## config.mk

```make
export PLATFORM = sky130hd
export DESIGN_NAME = grey_ptr_decoder
export DESIGN_NICKNAME = d
export VERILOG_FILES = /design/src/rtl/grey_ptr_decoder.sv
export SDC_FILE = /design/constraint.sdc
export NUM_CORES = 1
export LEC_CHECK = 0
export BUFFER_PORTS_ARGS = -buffer_cell sky130_fd_sc_hd__buf_4
export CAP_MARGIN = 40
export CORE_MARGIN = 3
export CORE_UTILIZATION = 46
export CTS_BUF_LIST = sky130_fd_sc_hd__clkbuf_8
export DETAILED_ROUTE_END_ITERATION = 16
export GPL_TIMING_DRIVEN = 1
export PLACE_DENSITY = 0.67
export SKIP_LAST_GASP = 1
export SYNTH_ARGS = -nofsm -noshare
export SYNTH_HDL_FRONTEND = slang
export SYNTH_SLANG_ARGS = --single-unit
```

## constraint.sdc

```tcl
create_clock -name clk -period 5.1 [get_ports clk]
set_input_delay 0.765 -clock clk [delete_from_list [all_inputs] [get_ports clk]]
set_output_delay 0.765 -clock clk [all_outputs]
set_load 0.01 [all_outputs]
```

## src/rtl/grey_ptr_decoder.sv

```systemverilog
// Gray-coded pointer receiver. It synchronises a Gray count from a remote
// clock domain, decodes it to binary and classifies each movement:
//   +1 gives a step_up pulse, -1 gives a step_dn pulse, and any other jump
//   sets the sticky fault flag.
// After reset the synchroniser must refill before any value is trusted,
// so steps and faults are not evaluated while it primes.
module grey_ptr_decoder #(
    parameter int WIDTH       = 4,
    parameter int SYNC_STAGES = 2
) (
    input  logic             clk,
    input  logic             rst_n,
    input  logic [WIDTH-1:0] grey_in,
    input  logic             err_clr,
    output logic [WIDTH-1:0] bin_out,
    output logic             bin_valid,
    output logic             step_up,
    output logic             step_dn,
    output logic             fault
);

    localparam int CNT_W = $clog2(SYNC_STAGES + 1);
    localparam logic [CNT_W-1:0] PRIME_LAST = CNT_W'(SYNC_STAGES);
    localparam logic [CNT_W-1:0] CNT_ONE    = {{(CNT_W-1){1'b0}}, 1'b1};
    localparam logic [WIDTH-1:0] DELTA_ZERO = {WIDTH{1'b0}};
    localparam logic [WIDTH-1:0] DELTA_ONE  = {{(WIDTH-1){1'b0}}, 1'b1};
    localparam logic [WIDTH-1:0] DELTA_NEG1 = {WIDTH{1'b1}};

    typedef enum logic [1:0] {
        ST_PRIME = 2'd0,
        ST_TRACK = 2'd1,
        ST_FAULT = 2'd2
    } state_t;

    // Gray to binary conversion: each binary bit is the XOR of all Gray bits at
    // or above it.
    function automatic logic [WIDTH-1:0] g2b(input logic [WIDTH-1:0] g);
        logic [WIDTH-1:0] b;
        b[WIDTH-1] = g[WIDTH-1];
        for (int i = WIDTH - 2; i >= 0; i--) begin
            b[i] = b[i+1] ^ g[i];
        end
        return b;
    endfunction

    logic [WIDTH-1:0] sync_r [SYNC_STAGES];
    logic [WIDTH-1:0] bin_s;
    logic [WIDTH-1:0] delta_s;
    logic             is_up_s;
    logic             is_dn_s;
    logic             is_bad_s;
    state_t           state_r;
    logic [CNT_W-1:0] cnt_r;

    // Multi-flop synchroniser. The Gray input changes only one bit per step,
    // so each stage samples either the old code or the new code.
    always_ff @(posedge clk or negedge rst_n) begin
        if (!rst_n) begin
            for (int i = 0; i < SYNC_STAGES; i++) begin
                sync_r[i] <= {WIDTH{1'b0}};
            end
        end else begin
            sync_r[0] <= grey_in;
            for (int i = 1; i < SYNC_STAGES; i++) begin
                sync_r[i] <= sync_r[i-1];
            end
        end
    end

    // Decode the synchronised code and classify its distance (mod 2^WIDTH)
    // from the value currently on bin_out.
    always_comb begin
        bin_s    = g2b(sync_r[SYNC_STAGES-1]);
        delta_s  = bin_s - bin_out;
        is_up_s  = 1'b0;
        is_dn_s  = 1'b0;
        is_bad_s = 1'b0;
        if (delta_s == DELTA_ONE) begin
            is_up_s = 1'b1;
        end else if (delta_s == DELTA_NEG1) begin
            is_dn_s = 1'b1;
        end else if (delta_s != DELTA_ZERO) begin
            is_bad_s = 1'b1;
        end else begin
            is_bad_s = 1'b0;
        end
    end

    // Control FSM and registered outputs. bin_out always follows the decoder,
    // and the pulses are registered together with it so that they line up.
    always_ff @(posedge clk or negedge rst_n) begin
        if (!rst_n) begin
            state_r   <= ST_PRIME;
            cnt_r     <= {CNT_W{1'b0}};
            bin_out   <= {WIDTH{1'b0}};
            bin_valid <= 1'b0;
            step_up   <= 1'b0;
            step_dn   <= 1'b0;
            fault     <= 1'b0;
        end else begin
            bin_out <= bin_s;
            case (state_r)
                ST_PRIME: begin
                    step_up <= 1'b0;
                    step_dn <= 1'b0;
                    fault   <= 1'b0;
                    if (cnt_r == PRIME_LAST) begin
                        state_r   <= ST_TRACK;
                        bin_valid <= 1'b1;
                    end else begin
                        cnt_r <= cnt_r + CNT_ONE;
                    end
                end
                ST_TRACK: begin
                    step_up <= is_up_s;
                    step_dn <= is_dn_s;
                    if (is_bad_s) begin
                        fault   <= 1'b1;
                        state_r <= ST_FAULT;
                    end else begin
                        fault <= 1'b0;
                    end
                end
                ST_FAULT: begin
                    step_up <= is_up_s;
                    step_dn <= is_dn_s;
                    // A new illegal jump takes priority over a clear request.
                    if (is_bad_s) begin
                        fault <= 1'b1;
                    end else if (err_clr) begin
                        fault   <= 1'b0;
                        state_r <= ST_TRACK;
                    end else begin
                        fault <= 1'b1;
                    end
                end
                default: begin
                    state_r   <= ST_PRIME;
                    cnt_r     <= {CNT_W{1'b0}};
                    bin_valid <= 1'b0;
                    step_up   <= 1'b0;
                    step_dn   <= 1'b0;
                    fault     <= 1'b0;
                end
            endcase
        end
    end

endmodule

```

Word-level counts from Yosys, hierarchy flattened
Cells that the tools add are included.
- bits in read-only memories: 0
- memories: 0
- latch bits: 0
- bits in registers: 20
- RAM bits: 0
- output and inout port bits: 8
- bits of input ports: 7
- bitwise operators: 4
- mux-type cells: 21
- order comparisons: 0
- divide/modulo/power cells: 0
- reduce and logical (&&, ||, !) cells: 6
- multipliers: 0
- add/subtract/negate cells: 2
- equal/unequal tests: 10
- shift operators: 0
- operators with widths (operator ; count):
    2-to-1 mux 1 bit ; 12
    2-to-1 mux 2 bit ; 5
    inequality test 2 bit, second input constant ; 5
    one-hot mux 2 bit (3 select lines) ; 1
    equality test 2 bit, second input constant ; 2
    equality test 4 x 1 -> 1 bit, second input constant ; 1
    equality test 4 bit, second input constant ; 1
    one-hot mux 1 bit (2 select lines) ; 2
    one-hot mux 2 bit (2 select lines) ; 1
    AND reduction 2 bit ; 2
    AND reduction 4 bit ; 1
    nonzero test 4 bit ; 1
    subtractor 4 bit ; 1
    bitwise XOR 1 bit ; 3
    adder 2 x 1 -> 2 bit, second input constant ; 1
    equality test 2 x 1 -> 1 bit, second input constant ; 1
    zero test 2 bit ; 1
    OR reduction 2 bit ; 1
    inverter 1 bit ; 1

Longest topological paths before layout
- word-level depth: 10
- mapped depth: 11
- depth with buffers taken out: 11

Worst setup path before layout
Ideal clock, no wire load.
- path kind: reg2reg
- start point: register sync_r (netlist bit bin_s[3])
- end point: register state_r[1]
- stages on the path, launching flop included: 12
- slack: 2.170 ns
- arrival time: 2.809 ns
- clock period less this slack: 2.930 ns
- path through: dfrtp_1 -> xor2_1 -> xnor2_1 -> xor2_1 -> ha_1 -> inv_1 -> fa_1 -> xor2_1 -> nand3b_2 -> or4_4 -> and3_1 -> o22a_1
- longest elaborated chain between the ends: 10
- elaborated cells between the ends (all ways): 13
- those cells by class: add/sub: 1; eq/ne: 4; mux: 3; bitwise: 3; reduce/logical: 2
- ends and longest elaborated chain (element ; RTL line ; text):
    from (decl) ; 46 ; logic [WIDTH-1:0] sync_r [SYNC_STAGES];
    from (signal, indexed assignment) ; 60 ; sync_r[i] <= {WIDTH{1'b0}};
    from (signal, indexed assignment) ; 65 ; sync_r[i] <= sync_r[i-1];
    bitwise XOR 1 bit (*) ; 41 ; b[i] = b[i+1] ^ g[i];
    named net bin_s[2] ; 47 ; logic [WIDTH-1:0] bin_s;
    bitwise XOR 1 bit (2 in a row) ; 41 ;
    subtractor 4 bit (*) ; 74 ; delta_s = bin_s - bin_out;
    nonzero test 4 bit ; 82 ; end else if (delta_s != DELTA_ZERO) begin
    2-to-1 mux 1 bit ; 82 ;
    2-to-1 mux 1 bit ; 80 ; end else if (delta_s == DELTA_NEG1) begin
    2-to-1 mux 1 bit (*) ; 78 ; if (delta_s == DELTA_ONE) begin
    inequality test 2 bit (no line) ; - ;
    AND reduction 4 bit (no line) (*) ; - ;
    to (signal assigned) ; 93 ; state_r <= ST_PRIME;
    to (signal assigned) ; 108 ; state_r <= ST_TRACK;
    to (signal assigned) ; 119 ; state_r <= ST_FAULT;
    to (decl) ; 52 ; state_t state_r;
Mark *: on every way through the listed nets, which the timed path passes. The rest lies on a longest branch.
A chain may end at the register's enable or synchronous reset.

Worst setup path in the final report
Same ends and word-level chain as after synthesis.

==> impl_results.md <==
- Status: finished clean
- CTS Root Cell: clkbuf_8
- Pwr dens: 535.2 nW/um2
- Final ANT Viol Nets: 0
- Worst min path class: flop to flop
- Top_reg_cell synth: dfrtp_1
- TritonCTS buffer count: 3
- Post-route clock period utilization: 0.6068
- Final Hold Vio Count: 0
- Max-slew violations: 0
- Synth unique cells: 35
- Sequential share of the synthesized area: 0.5076
- Antenna violations before repair: 0
- Post-layout util: 0.5900
- Finished Layout Cells: 127
- Clk_skew: 0.005724 ns
- Via count: 694
- Placed cell count: 123
- CTS tree: built
- Lkg Pwr: 0.5753 nW
- CTS sink cnt: 20
- VDD IR max: 0.0003139 V
- Worst skew pair latency: 0.26 ns
- Worst Setup EP: state_r[1]$_DFFE_PN0P_
- FMAX: 0.3231 GHz
- Final setup vio count: 0
- Ant. Diodes: 0
- Setup TNS: 0 ns
- Flop pwr share: 0.330
- GRT met3 Usage: 0.04558
- Reg2Reg Depth: 11
- Fraction of registers with async set/reset: 1.000
- # fillers: 162
- Max FO, Critical Path: 5
- Synthesis Warnings: 0
- Arr. time, crit path: 3.25 ns
- WL final: 1.605 mm
- Hold-fix buffer count after cts: 0
- Synth top cells by count: dfrtp_1, inv_1, ha_1
- RSZ-0062 raised after global routing: no
- Max Cap Viol: 0
- Slew Limit Headroom: 0.7012
- Register bit total from synthesis: 20
- DRC Markers: 0
- RR Startpoint: bin_s[3]$_DFF_PN0_
- Most common cell in the netlist: dfrtp_1
- CTS H-tree lvls: 1
- Final HPWL DP: 1.209 mm
- Startpoint types: flop
- Critical setup path kind: flop to flop
- Worst Max-Slew Pin Slew: 0.4482 ns
- Total GRT Usage: 0.1399
- Fin nets: 117
- Post-CTS Setup Repair Bufs: 0
- Internal Power: 0.4149 mW
- Switch Pwr: 0.2173 mW
- Global-route wire length before repair: 2.787 mm
- Synth area leader: dfrtp_1
- Num rows: 16
- CTS max path bufs: 2
- Post-Synthesis Cells: 84
- Vias/cell: 5.465
- Net Sw Frac: 0.3437
- Power Total: 0.6322 mW
- GR Layer Usage met2: 0.2252
- Largest net degree at the start of global routing: 21
- Starting Density: 0.4925
- Area grow syn2layout: 19.80%
- CP Launch Point: bin_s[3]$_DFF_PN0_
- Drt pass-1 iters: 5
- Syn_nets: 100
- Die area: 2735 um2
- R2R Path End: state_r[1]$_DFFE_PN0P_
- Area contributors post-synth: dfrtp_1, ha_1, xor2_1
- Share of Yosys cell area claimed by the top area cell type: 0.5076
- Die width: 52.30 um
- Crit end category: flop
- Critical path required time: 5.25 ns
- Layout cells sized above 1: 0.2200
- Reg2Reg Setup Slack: 2.01 ns
- Die H: 52.30 um
- Total grt overflow: 0
- Clock share of power: 0.249
- Wire per inst: 12.64 um
- Post-synthesis cell area: 985.9 um2
- Post_cts resized: 0
- Vias in the first global route: 640
- Port bufs: 14
- GR met1 Demand/Resource: 0.1722
- Synth Area per Inst: 11.74 um2
- Clk slew on worst S/H paths: 0.08 ns
- Comb power frac: 0.422
- Clock period minus worst slack: 3.095 ns
- EDFF count, synth: 0
- IO Pins: 15
- Core Footprint: 2002 um2
- Detailed Route Iter0 Violations: 11
- Final Wtd Congestion: 0.8250
- GRT Max-Usage Layer: met2
[critical path: stages, from the launching register on]
cell and delay, ns:
dfrtp_1 0.41, xor2_1 0.26, xnor2_1 0.19, xor2_1 0.21, ha_1 0.18, inv_1 0.05
fa_1 0.36, xor2_1 0.22, nand3b_2 0.15, or4_4 0.57, and3_1 0.20, o22a_1 0.19
[layer usage]
metal / vias to the layer above / share of wire
met5: - / 0
met4: 0 / 0.011
met3: 5 / 0.070
met2: 28 / 0.46
met1: 326 / 0.45
li1: 335 / -
[state kept, by name, summed over array words and instances, names as in the netlist]
name       count
state_r        2
sync_r         7
step_dn        1
bin_valid      1
cnt_r          2
fault          1
step_up        1
bin_s          1
bin_out        4
[worst min-delay path by stage]
stage,from,end,slack (ns),cells past startpoint
after floorplan,sync_r[7]$_DFF_PN0_,bin_s[3]$_DFF_PN0_,0.33,0
after detailed placement,sync_r[4]$_DFF_PN0_,sync_r[0]$_DFF_PN0_,0.34,0
final,sync_r[4]$_DFF_PN0_,sync_r[0]$_DFF_PN0_,0.35,0
after global routing,sync_r[4]$_DFF_PN0_,sync_r[0]$_DFF_PN0_,0.36,0
after global placement,sync_r[7]$_DFF_PN0_,bin_s[3]$_DFF_PN0_,0.34,0
after CTS,sync_r[5]$_DFF_PN0_,sync_r[1]$_DFF_PN0_,0.35,0
[per-stage QoR]
stage | hold slack (ns) | setup slack, ns | cell area, um2
global placement | 0.3350 | 2.065 | 1110
finish | 0.3504 | 2.005 | 1181
CTS | 0.3528 | 1.982 | 1181
detailed placement | 0.3355 | 2.000 | 1110
global route | 0.3552 | 1.829 | 1181
floorplan | 0.3312 | 2.170 | 985.9
[cell families (layout without fill, tap and decap cells)]
logic type      count (synthesis)  after routing  share of synthesized area
fa+ha+maj                       9              9                     0.1218
flops                          20             20                     0.5076
simple gates                   22             22                     0.1409
buf+inv                        11             27                    0.04949
xor+xnor                        5              5                    0.04441
compound gates                 17             17                     0.1358
[power groups by stage]
stage / registers, mW / logic [mW] / clock network [mW]
2_1_floorplan: 0.214 / 0.196 / 0
3_3_place_gp: 0.211 / 0.261 / 0
3_5_place_dp: 0.211 / 0.266 / 0
4_1_cts: 0.209 / 0.266 / 0.161
5_1_grt: 0.212 / 0.299 / 0.167
6_report: 0.208 / 0.267 / 0.157
[area by class of cell]
class	instances	area (um2)	share of cell area
clock buffer	3	41.29	0.03496
clock inverter	1	30.03	0.02542
inverter	9	33.78	0.02860
multi-input combinational	53	436.7	0.3697
sequential	20	500.5	0.4237
tap	27	33.78	0.02860
timing repair buffer	14	105.1	0.08898
[cell usage in the layout, fill, tap and decap left out, types with 2 or more instances in the layout]
cell	instances
ha_1	8
buf_4	14
and3_1	2
o22a_1	2
nor2_1	3
o211ai_1	2
a21oi_1	2
xor2_1	4
o21ai_1	2
clkbuf_8	3
nand2_1	3
nor3_1	2
inv_1	9
dfrtp_1	20
a22o_1	2
nand4_1	2
No activity file was read; power rests on OpenSTA's default activity.
